<file path="src/rtl/misr_resp_collector.sv">
// misr_resp_collector
//
// Response-side companion to the MISR/SRAM address decoder. Every accepted
// request records its target, user field and write flag in an in-order tag
// FIFO. Each target (SRAM, MISR1, MISR2) has a one-entry holding register
// that captures its response. Responses are returned one per request, in
// issue order. Requests to unmapped MISR-region addresses complete without
// any target strobe and are flagged with rerr_o.
//
// Ports:
//   clk_i, rst_i              clock, asynchronous active-high reset
//   request_i, wr_en_i        request strobe and its write flag
//   address_i, user_i         request address and user field
//   stall_o                   tag FIFO full; no request is accepted while high
//   sram_rvalid_i/rdata_i     SRAM response strobe and data
//   misr_rvalid_i[1:0]        MISR response strobes (bit0 MISR1, bit1 MISR2)
//   misr1_rdata_i/misr2_...   MISR read data, zero-extended on return
//   rvalid_o                  single-cycle response pulse toward AXI
//   rdata_o, ruser_o          response data and user field of the request
//   rwrite_o, rerr_o          request was a write / hit an unmapped address
//   ovf_o                     sticky spurious/overflowing target response flag

module misr_resp_collector #(
  parameter int          NBIT_MISR_DATA         = 32,
  parameter int          NBIT_AXI_WIDTH         = 64,
  parameter int          USER_AXI_WIDTH         = 10,
  parameter logic [63:0] MISR_PERIPH_START_ADDR = 64'h0000_0000_0200_0000,
  parameter int          DEPTH                  = 4
) (
  input  logic                      clk_i,
  input  logic                      rst_i,
  input  logic                      request_i,
  input  logic                      wr_en_i,
  input  logic [NBIT_AXI_WIDTH-1:0] address_i,
  input  logic [USER_AXI_WIDTH-1:0] user_i,
  output logic                      stall_o,
  input  logic                      sram_rvalid_i,
  input  logic [NBIT_AXI_WIDTH-1:0] sram_rdata_i,
  input  logic [1:0]                misr_rvalid_i,
  input  logic [NBIT_MISR_DATA-1:0] misr1_rdata_i,
  input  logic [NBIT_MISR_DATA-1:0] misr2_rdata_i,
  output logic                      rvalid_o,
  output logic [NBIT_AXI_WIDTH-1:0] rdata_o,
  output logic [USER_AXI_WIDTH-1:0] ruser_o,
  output logic                      rwrite_o,
  output logic                      rerr_o,
  output logic                      ovf_o
);

  localparam int PW = (DEPTH > 1) ? $clog2(DEPTH) : 1;
  localparam int CW = $clog2(DEPTH + 1);
  localparam logic [NBIT_AXI_WIDTH-1:0] MisrBase  = NBIT_AXI_WIDTH'(MISR_PERIPH_START_ADDR);
  localparam logic [NBIT_AXI_WIDTH-1:0] Misr2Addr = MisrBase + NBIT_AXI_WIDTH'(16);

  typedef enum logic [1:0] {
    TgtSram     = 2'd0,
    TgtMisr1    = 2'd1,
    TgtMisr2    = 2'd2,
    TgtUnmapped = 2'd3
  } target_e;

  target_e                   reqTgt;
  logic                      accept;
  logic                      pop;
  logic                      headReady;
  target_e                   headTgt;
  logic [USER_AXI_WIDTH-1:0] headUser;
  logic                      headWe;

  logic [PW-1:0] wrPtr_q, wrPtr_d;
  logic [PW-1:0] rdPtr_q, rdPtr_d;
  logic [CW-1:0] count_q, count_d;
  logic [CW-1:0] outSram_q, outSram_d;
  logic [CW-1:0] outMisr1_q, outMisr1_d;
  logic [CW-1:0] outMisr2_q, outMisr2_d;

  target_e                   tagTgt_q  [DEPTH];
  logic [USER_AXI_WIDTH-1:0] tagUser_q [DEPTH];
  logic                      tagWe_q   [DEPTH];

  logic                      hvSram_q, hvSram_d;
  logic [NBIT_AXI_WIDTH-1:0] hdSram_q, hdSram_d;
  logic                      hvMisr1_q, hvMisr1_d;
  logic [NBIT_MISR_DATA-1:0] hdMisr1_q, hdMisr1_d;
  logic                      hvMisr2_q, hvMisr2_d;
  logic [NBIT_MISR_DATA-1:0] hdMisr2_q, hdMisr2_d;

  logic popSram, popMisr1, popMisr2;
  logic ovfSet;
  logic ovf_q;

  logic                      rvalid_q;
  logic [NBIT_AXI_WIDTH-1:0] rdata_q, rdata_d;
  logic [USER_AXI_WIDTH-1:0] ruser_q, ruser_d;
  logic                      rwrite_q, rwrite_d;
  logic                      rerr_q, rerr_d;

  assign stall_o = (count_q == CW'(DEPTH));
  assign accept  = request_i && !stall_o;

  // Classify the incoming address; everything at or above the MISR base
  // that is not one of the two registers is unmapped.
  always_comb begin
    if (address_i < MisrBase) begin
      reqTgt = TgtSram;
    end else if (address_i == MisrBase) begin
      reqTgt = TgtMisr1;
    end else if (address_i == Misr2Addr) begin
      reqTgt = TgtMisr2;
    end else begin
      reqTgt = TgtUnmapped;
    end
  end

  // The head entry may retire once its target's data is held; unmapped
  // entries need no data and retire as soon as they reach the head.
  always_comb begin
    headTgt  = tagTgt_q[rdPtr_q];
    headUser = tagUser_q[rdPtr_q];
    headWe   = tagWe_q[rdPtr_q];
    case (headTgt)
      TgtSram:  headReady = hvSram_q;
      TgtMisr1: headReady = hvMisr1_q;
      TgtMisr2: headReady = hvMisr2_q;
      default:  headReady = 1'b1;
    endcase
    pop = (count_q != '0) && headReady;
  end

  assign popSram  = pop && (headTgt == TgtSram);
  assign popMisr1 = pop && (headTgt == TgtMisr1);
  assign popMisr2 = pop && (headTgt == TgtMisr2);

  // Pointer, occupancy and per-target outstanding bookkeeping.
  always_comb begin
    wrPtr_d    = wrPtr_q;
    rdPtr_d    = rdPtr_q;
    count_d    = count_q;
    outSram_d  = outSram_q;
    outMisr1_d = outMisr1_q;
    outMisr2_d = outMisr2_q;
    if (accept) begin
      wrPtr_d = wrPtr_q + PW'(1);
    end
    if (pop) begin
      rdPtr_d = rdPtr_q + PW'(1);
    end
    if (accept && !pop) begin
      count_d = count_q + CW'(1);
    end else if (!accept && pop) begin
      count_d = count_q - CW'(1);
    end
    if (accept && (reqTgt == TgtSram) && !popSram) begin
      outSram_d = outSram_q + CW'(1);
    end else if (popSram && !(accept && (reqTgt == TgtSram))) begin
      outSram_d = outSram_q - CW'(1);
    end
    if (accept && (reqTgt == TgtMisr1) && !popMisr1) begin
      outMisr1_d = outMisr1_q + CW'(1);
    end else if (popMisr1 && !(accept && (reqTgt == TgtMisr1))) begin
      outMisr1_d = outMisr1_q - CW'(1);
    end
    if (accept && (reqTgt == TgtMisr2) && !popMisr2) begin
      outMisr2_d = outMisr2_q + CW'(1);
    end else if (popMisr2 && !(accept && (reqTgt == TgtMisr2))) begin
      outMisr2_d = outMisr2_q - CW'(1);
    end
  end

  // Holding registers. A pop clears the entry first, so a strobe in the
  // same cycle reloads it. A strobe with nothing outstanding, or one that
  // would overwrite unconsumed data, is dropped and raises the error flag.
  always_comb begin
    hvSram_d  = hvSram_q;
    hdSram_d  = hdSram_q;
    hvMisr1_d = hvMisr1_q;
    hdMisr1_d = hdMisr1_q;
    hvMisr2_d = hvMisr2_q;
    hdMisr2_d = hdMisr2_q;
    ovfSet    = 1'b0;

    if (popSram) begin
      hvSram_d = 1'b0;
    end
    if (sram_rvalid_i) begin
      if ((outSram_q == '0) || (hvSram_q && !popSram)) begin
        ovfSet = 1'b1;
      end else begin
        hvSram_d = 1'b1;
        hdSram_d = sram_rdata_i;
      end
    end

    if (popMisr1) begin
      hvMisr1_d = 1'b0;
    end
    if (misr_rvalid_i[0]) begin
      if ((outMisr1_q == '0) || (hvMisr1_q && !popMisr1)) begin
        ovfSet = 1'b1;
      end else begin
        hvMisr1_d = 1'b1;
        hdMisr1_d = misr1_rdata_i;
      end
    end

    if (popMisr2) begin
      hvMisr2_d = 1'b0;
    end
    if (misr_rvalid_i[1]) begin
      if ((outMisr2_q == '0) || (hvMisr2_q && !popMisr2)) begin
        ovfSet = 1'b1;
      end else begin
        hvMisr2_d = 1'b1;
        hdMisr2_d = misr2_rdata_i;
      end
    end
  end

  // Response outputs only change on a pop and hold their value otherwise.
  always_comb begin
    rdata_d  = rdata_q;
    ruser_d  = ruser_q;
    rwrite_d = rwrite_q;
    rerr_d   = rerr_q;
    if (pop) begin
      ruser_d  = headUser;
      rwrite_d = headWe;
      rerr_d   = (headTgt == TgtUnmapped);
      case (headTgt)
        TgtSram:  rdata_d = hdSram_q;
        TgtMisr1: rdata_d = NBIT_AXI_WIDTH'(hdMisr1_q);
        TgtMisr2: rdata_d = NBIT_AXI_WIDTH'(hdMisr2_q);
        default:  rdata_d = '0;
      endcase
    end
  end

  // Control state and outputs; reset drops every outstanding tag.
  always_ff @(posedge clk_i or posedge rst_i) begin
    if (rst_i) begin
      wrPtr_q    <= '0;
      rdPtr_q    <= '0;
      count_q    <= '0;
      outSram_q  <= '0;
      outMisr1_q <= '0;
      outMisr2_q <= '0;
      hvSram_q   <= 1'b0;
      hdSram_q   <= '0;
      hvMisr1_q  <= 1'b0;
      hdMisr1_q  <= '0;
      hvMisr2_q  <= 1'b0;
      hdMisr2_q  <= '0;
      ovf_q      <= 1'b0;
      rvalid_q   <= 1'b0;
      rdata_q    <= '0;
      ruser_q    <= '0;
      rwrite_q   <= 1'b0;
      rerr_q     <= 1'b0;
    end else begin
      wrPtr_q    <= wrPtr_d;
      rdPtr_q    <= rdPtr_d;
      count_q    <= count_d;
      outSram_q  <= outSram_d;
      outMisr1_q <= outMisr1_d;
      outMisr2_q <= outMisr2_d;
      hvSram_q   <= hvSram_d;
      hdSram_q   <= hdSram_d;
      hvMisr1_q  <= hvMisr1_d;
      hdMisr1_q  <= hdMisr1_d;
      hvMisr2_q  <= hvMisr2_d;
      hdMisr2_q  <= hdMisr2_d;
      ovf_q      <= ovf_q | ovfSet;
      rvalid_q   <= pop;
      rdata_q    <= rdata_d;
      ruser_q    <= ruser_d;
      rwrite_q   <= rwrite_d;
      rerr_q     <= rerr_d;
    end
  end

  // Tag storage needs no reset: entries are only read between push and pop.
  always_ff @(posedge clk_i) begin
    if (accept) begin
      tagTgt_q[wrPtr_q]  <= reqTgt;
      tagUser_q[wrPtr_q] <= user_i;
      tagWe_q[wrPtr_q]   <= wr_en_i;
    end
  end

  assign rvalid_o = rvalid_q;
  assign rdata_o  = rdata_q;
  assign ruser_o  = ruser_q;
  assign rwrite_o = rwrite_q;
  assign rerr_o   = rerr_q;
  assign ovf_o    = ovf_q;

endmodule

</file>
<file path="config.mk">
export PLATFORM = sky130hd
export DESIGN_NAME = misr_resp_collector
export DESIGN_NICKNAME = d
export VERILOG_FILES = /design/src/rtl/misr_resp_collector.sv
export SDC_FILE = /design/constraint.sdc
export NUM_CORES = 1
export LEC_CHECK = 0
export ABC_AREA = 1
export ABC_CLOCK_PERIOD_IN_PS = 9400
export CORE_ASPECT_RATIO = 0.8
export CORE_UTILIZATION = 49
export DETAILED_ROUTE_END_ITERATION = 8
export PLACE_DENSITY = 0.87
export SLEW_MARGIN = 15
export SYNTH_ARGS = -nofsm -noshare
export SYNTH_HDL_FRONTEND = slang
export SYNTH_SLANG_ARGS = --single-unit
</file>
<file path="constraint.sdc">
create_clock -name clk_i -period 9.4 [get_ports clk_i]
set_input_delay 1.88 -clock clk_i [delete_from_list [all_inputs] [get_ports clk_i]]
set_output_delay 1.88 -clock clk_i [all_outputs]
set_load 0.05 [all_outputs]
</file>
==> metrics.csv <==
metric,value,unit
Synth area leaders,"dfrtp_1 49%, edfxtp_1 14%, nand2_1 7.4%",
synthesized area,0.0116,mm^2
R2R Path End,hdMisr1_q[21],
Die ar.,0.0242,mm^2
"Max FO, Critical Path",35,
total number of vias,9396,
"Reg clk slew, reported paths",0.06,ns
crit path capture type,flip-flop,
clock skew,0.00877,ns
maximum number of pins on one net before global-route repair,141,
global router's overall resource usage,25.8,%
CTS tree,yes,
fmax,203,MHz
final setup fails,0,
WS Path Type,flip-flop to flip-flop,
num rows,49,
final wirelength,31100,um
most frequent cell after synthesis,nand2_1,
total power,5.63,mW
Min Hold Slack,0.473,ns
CP startpoint kind,flip-flop,
post-CTS repair timing setup buffer count,0,
RSZ-0062 raised after global routing,no,
status,completed,
async set-or-reset flop fraction in the synthesized netlist,81.2,%
layer with the highest usage,met2,
"Design Area, Final",0.0155,mm^2
#FFs+latches synth,277,
latest clock arrival within the worst-skew pair,0.54,ns
worst min-delay path endpoint,hdMisr1_q[11],
TritonCTS Buffers,28,
Syn Nets,1402,
Initial Utilization,50.7,%
Synth top area share,48.7,%
max-slew violations,0,
HP Class,flip-flop to flip-flop,
worst vdd ir,0.330,mV
DR iter-0 viols,880,
commonest cells in the netlist,"229 x nand2_1, 225 x dfrtp_1, 127 x nor2_1, 120 x inv_1, 96 x a21oi_1",
"Seq/Total Area, Yosys",62.2,%
TNS Setup,0,ns
R2R Setup Slk,4.47,ns
data required time at the worst endpoint,9.81,ns
vias in the first global route,9626,
cts hold-fix bufs,0,
Die Y,139,um
CP Data Arrival Time,5.35,ns
CP startpoint,rdPtr_q[0],
worst slew margin relative to its limit,19.0,%
first-pass GRT wire length,49200,um
Lkg Pwr,6.95,nW
Root Driver,clkbuf_16,
Syn-to-layout area delta,34.1,%
Core ar.,0.0228,mm^2
wire length per cell,17.6,um
PostCTS Resize Cnt,0,
port bufs,287,
I/O Pins,288,
share of post-route cells with drive strength above 1,7.04,%
Yosys Warn Count,0,
final hold viol count,0,
P per Cell Area,363,mW/mm^2
DP Cell Count,1718,
Via density,5.31,
Non-Filler Instances,1770,
Clock Tree Buf Depth,3,
Cells after Synth,1181,
number of synthesized flops with an enable pin,52,
GR Util met3,4.86,%
drt drc,0,
CTS H-tree lvls,1,
nets@finish,1663,
HP Start,hdMisr1_q[11],
global route overflow,0,
GRT met1 Usage,32.2,%
hpwl dp,20600,um
Clock Sinks,277,
antenna violations before repair,1,
syn avg cell area,9.79,um^2
MaxCap Viol Count,0,
Post-DP Area,0.0146,mm^2
Tmin final,4.93,ns
Critical R2R Launch,rdPtr_q[0],
Cell variety after synth,33,
antenna-violating nets left,0,
Placer Congestion,0.808,
worst slew pin tran,1.21,ns
period utilization,52.5,%
"area leader, netlist",dfrtp_1,
die width,174,um
met2 Use GR,45.3,%
Register-to-Register Path Depth,11,
Synth Flop Type,dfrtp_1,
Hold Crit Depth,2,
1st-pass router iterations,5,
worst max path at each step:
stage,cells after the start,end,slack [ns]
CTS,11,hdMisr1_q[21],4.53
floorplan,1,count_q[0],1.36
detailed placement,11,hdMisr1_q[18],4.62
finish,11,hdMisr1_q[21],4.47
global route,11,hdMisr1_q[21],4.15
global placement,11,hdMisr1_q[20],4.79
layer usage:
layer  up-vias  part of all wire [%]
li1       4401                     -
met1      4525                    39
met2       407                    51
met3        63                   7.5
met4         0                   2.9
met5         -                     0
metrics by stage:
step | worst slack [ns] | util (%)
finish | 4.47 | 68.0
global route | 4.15 | 68.0
CTS | 4.53 | 68.0
detailed placement | 4.62 | 63.9
global placement | 4.79 | 63.9
floorplan | 1.36 | -
critical path: stages, from the launching register on:
cell     delay, ns
dfrtp_1       0.92
inv_2         0.43
nand2_1       0.20
nand2_1       0.07
nand2_1       0.06
nand2_1       0.13
nor2_2        0.94
nand3_1       0.33
nand2_2       0.70
nand2_2       0.66
nand2_1       0.24
nand2_1       0.08
final cells by class:
| class | count | area [um^2] |
|---|---|---|
| Timing Repair Buffer | 293 | 2920 |
| Multi-Input combinational cell | 718 | 3610 |
| Tap cell | 306 | 383 |
| Clock buffer | 45 | 867 |
| Sequential cell | 277 | 7190 |
| Fill cell | 1681 | 7300 |
| Inverter | 124 | 473 |
| Antenna cell | 1 | 2.50 |
| Clock inverter | 6 | 58.8 |
sequential cells by signal, indices dropped and copies added, names as in the netlist, 4 cells and up:
register   flops
hdMisr1_q     32
hdMisr2_q     32
hdSram_q      64
rdata_o       64
ruser_o       10
tagTgt_q       8
tagUser_q     40
tagWe_q        4
logic make-up after synthesis:
kind of cell	count (synthesis)	share of synthesized area, %
compound gates	260	13.0
flops	277	62.2
buf+inv	186	6.81
xor+xnor	10	0.757
simple gates	432	15.3
fa+ha+maj	12	1.56
mux	4	0.389
power by group:
part | leakage (nW) | total, mW | internal [mW] | switching, mW
Clock | 0.458 | 1.11 | 0.657 | 0.452
Sequential | 3.18 | 1.96 | 1.72 | 0.246
Combinational | 3.31 | 2.56 | 0.809 | 1.75
Total | 6.95 | 5.63 | 3.18 | 2.45
layout by cell type (no fill, tap or decap), types with 3 or more instances in the layout:
master and n:
clkdlybuf4s50_1 287, nand2_1 228, dfrtp_1 225, nor2_1 123, inv_1 119, a21oi_1 96, o21ai_0 91, edfxtp_1 52
nand3_1 43, o21ai_2 31, clkbuf_16 30, o22ai_1 21, nor4_1 15, a221oi_1 13, clkbuf_1 9, ha_1 8
xnor2_1 7, clkbuf_8 6, o21ai_1 5, buf_4 5, inv_2 4, nand2_2 4, nor3_1 4, mux2_2 4
fa_1 4, clkinv_2 4, nor2_2 3, nand4_1 3, xor2_1 3
Power figures use the tool's default switching activity.
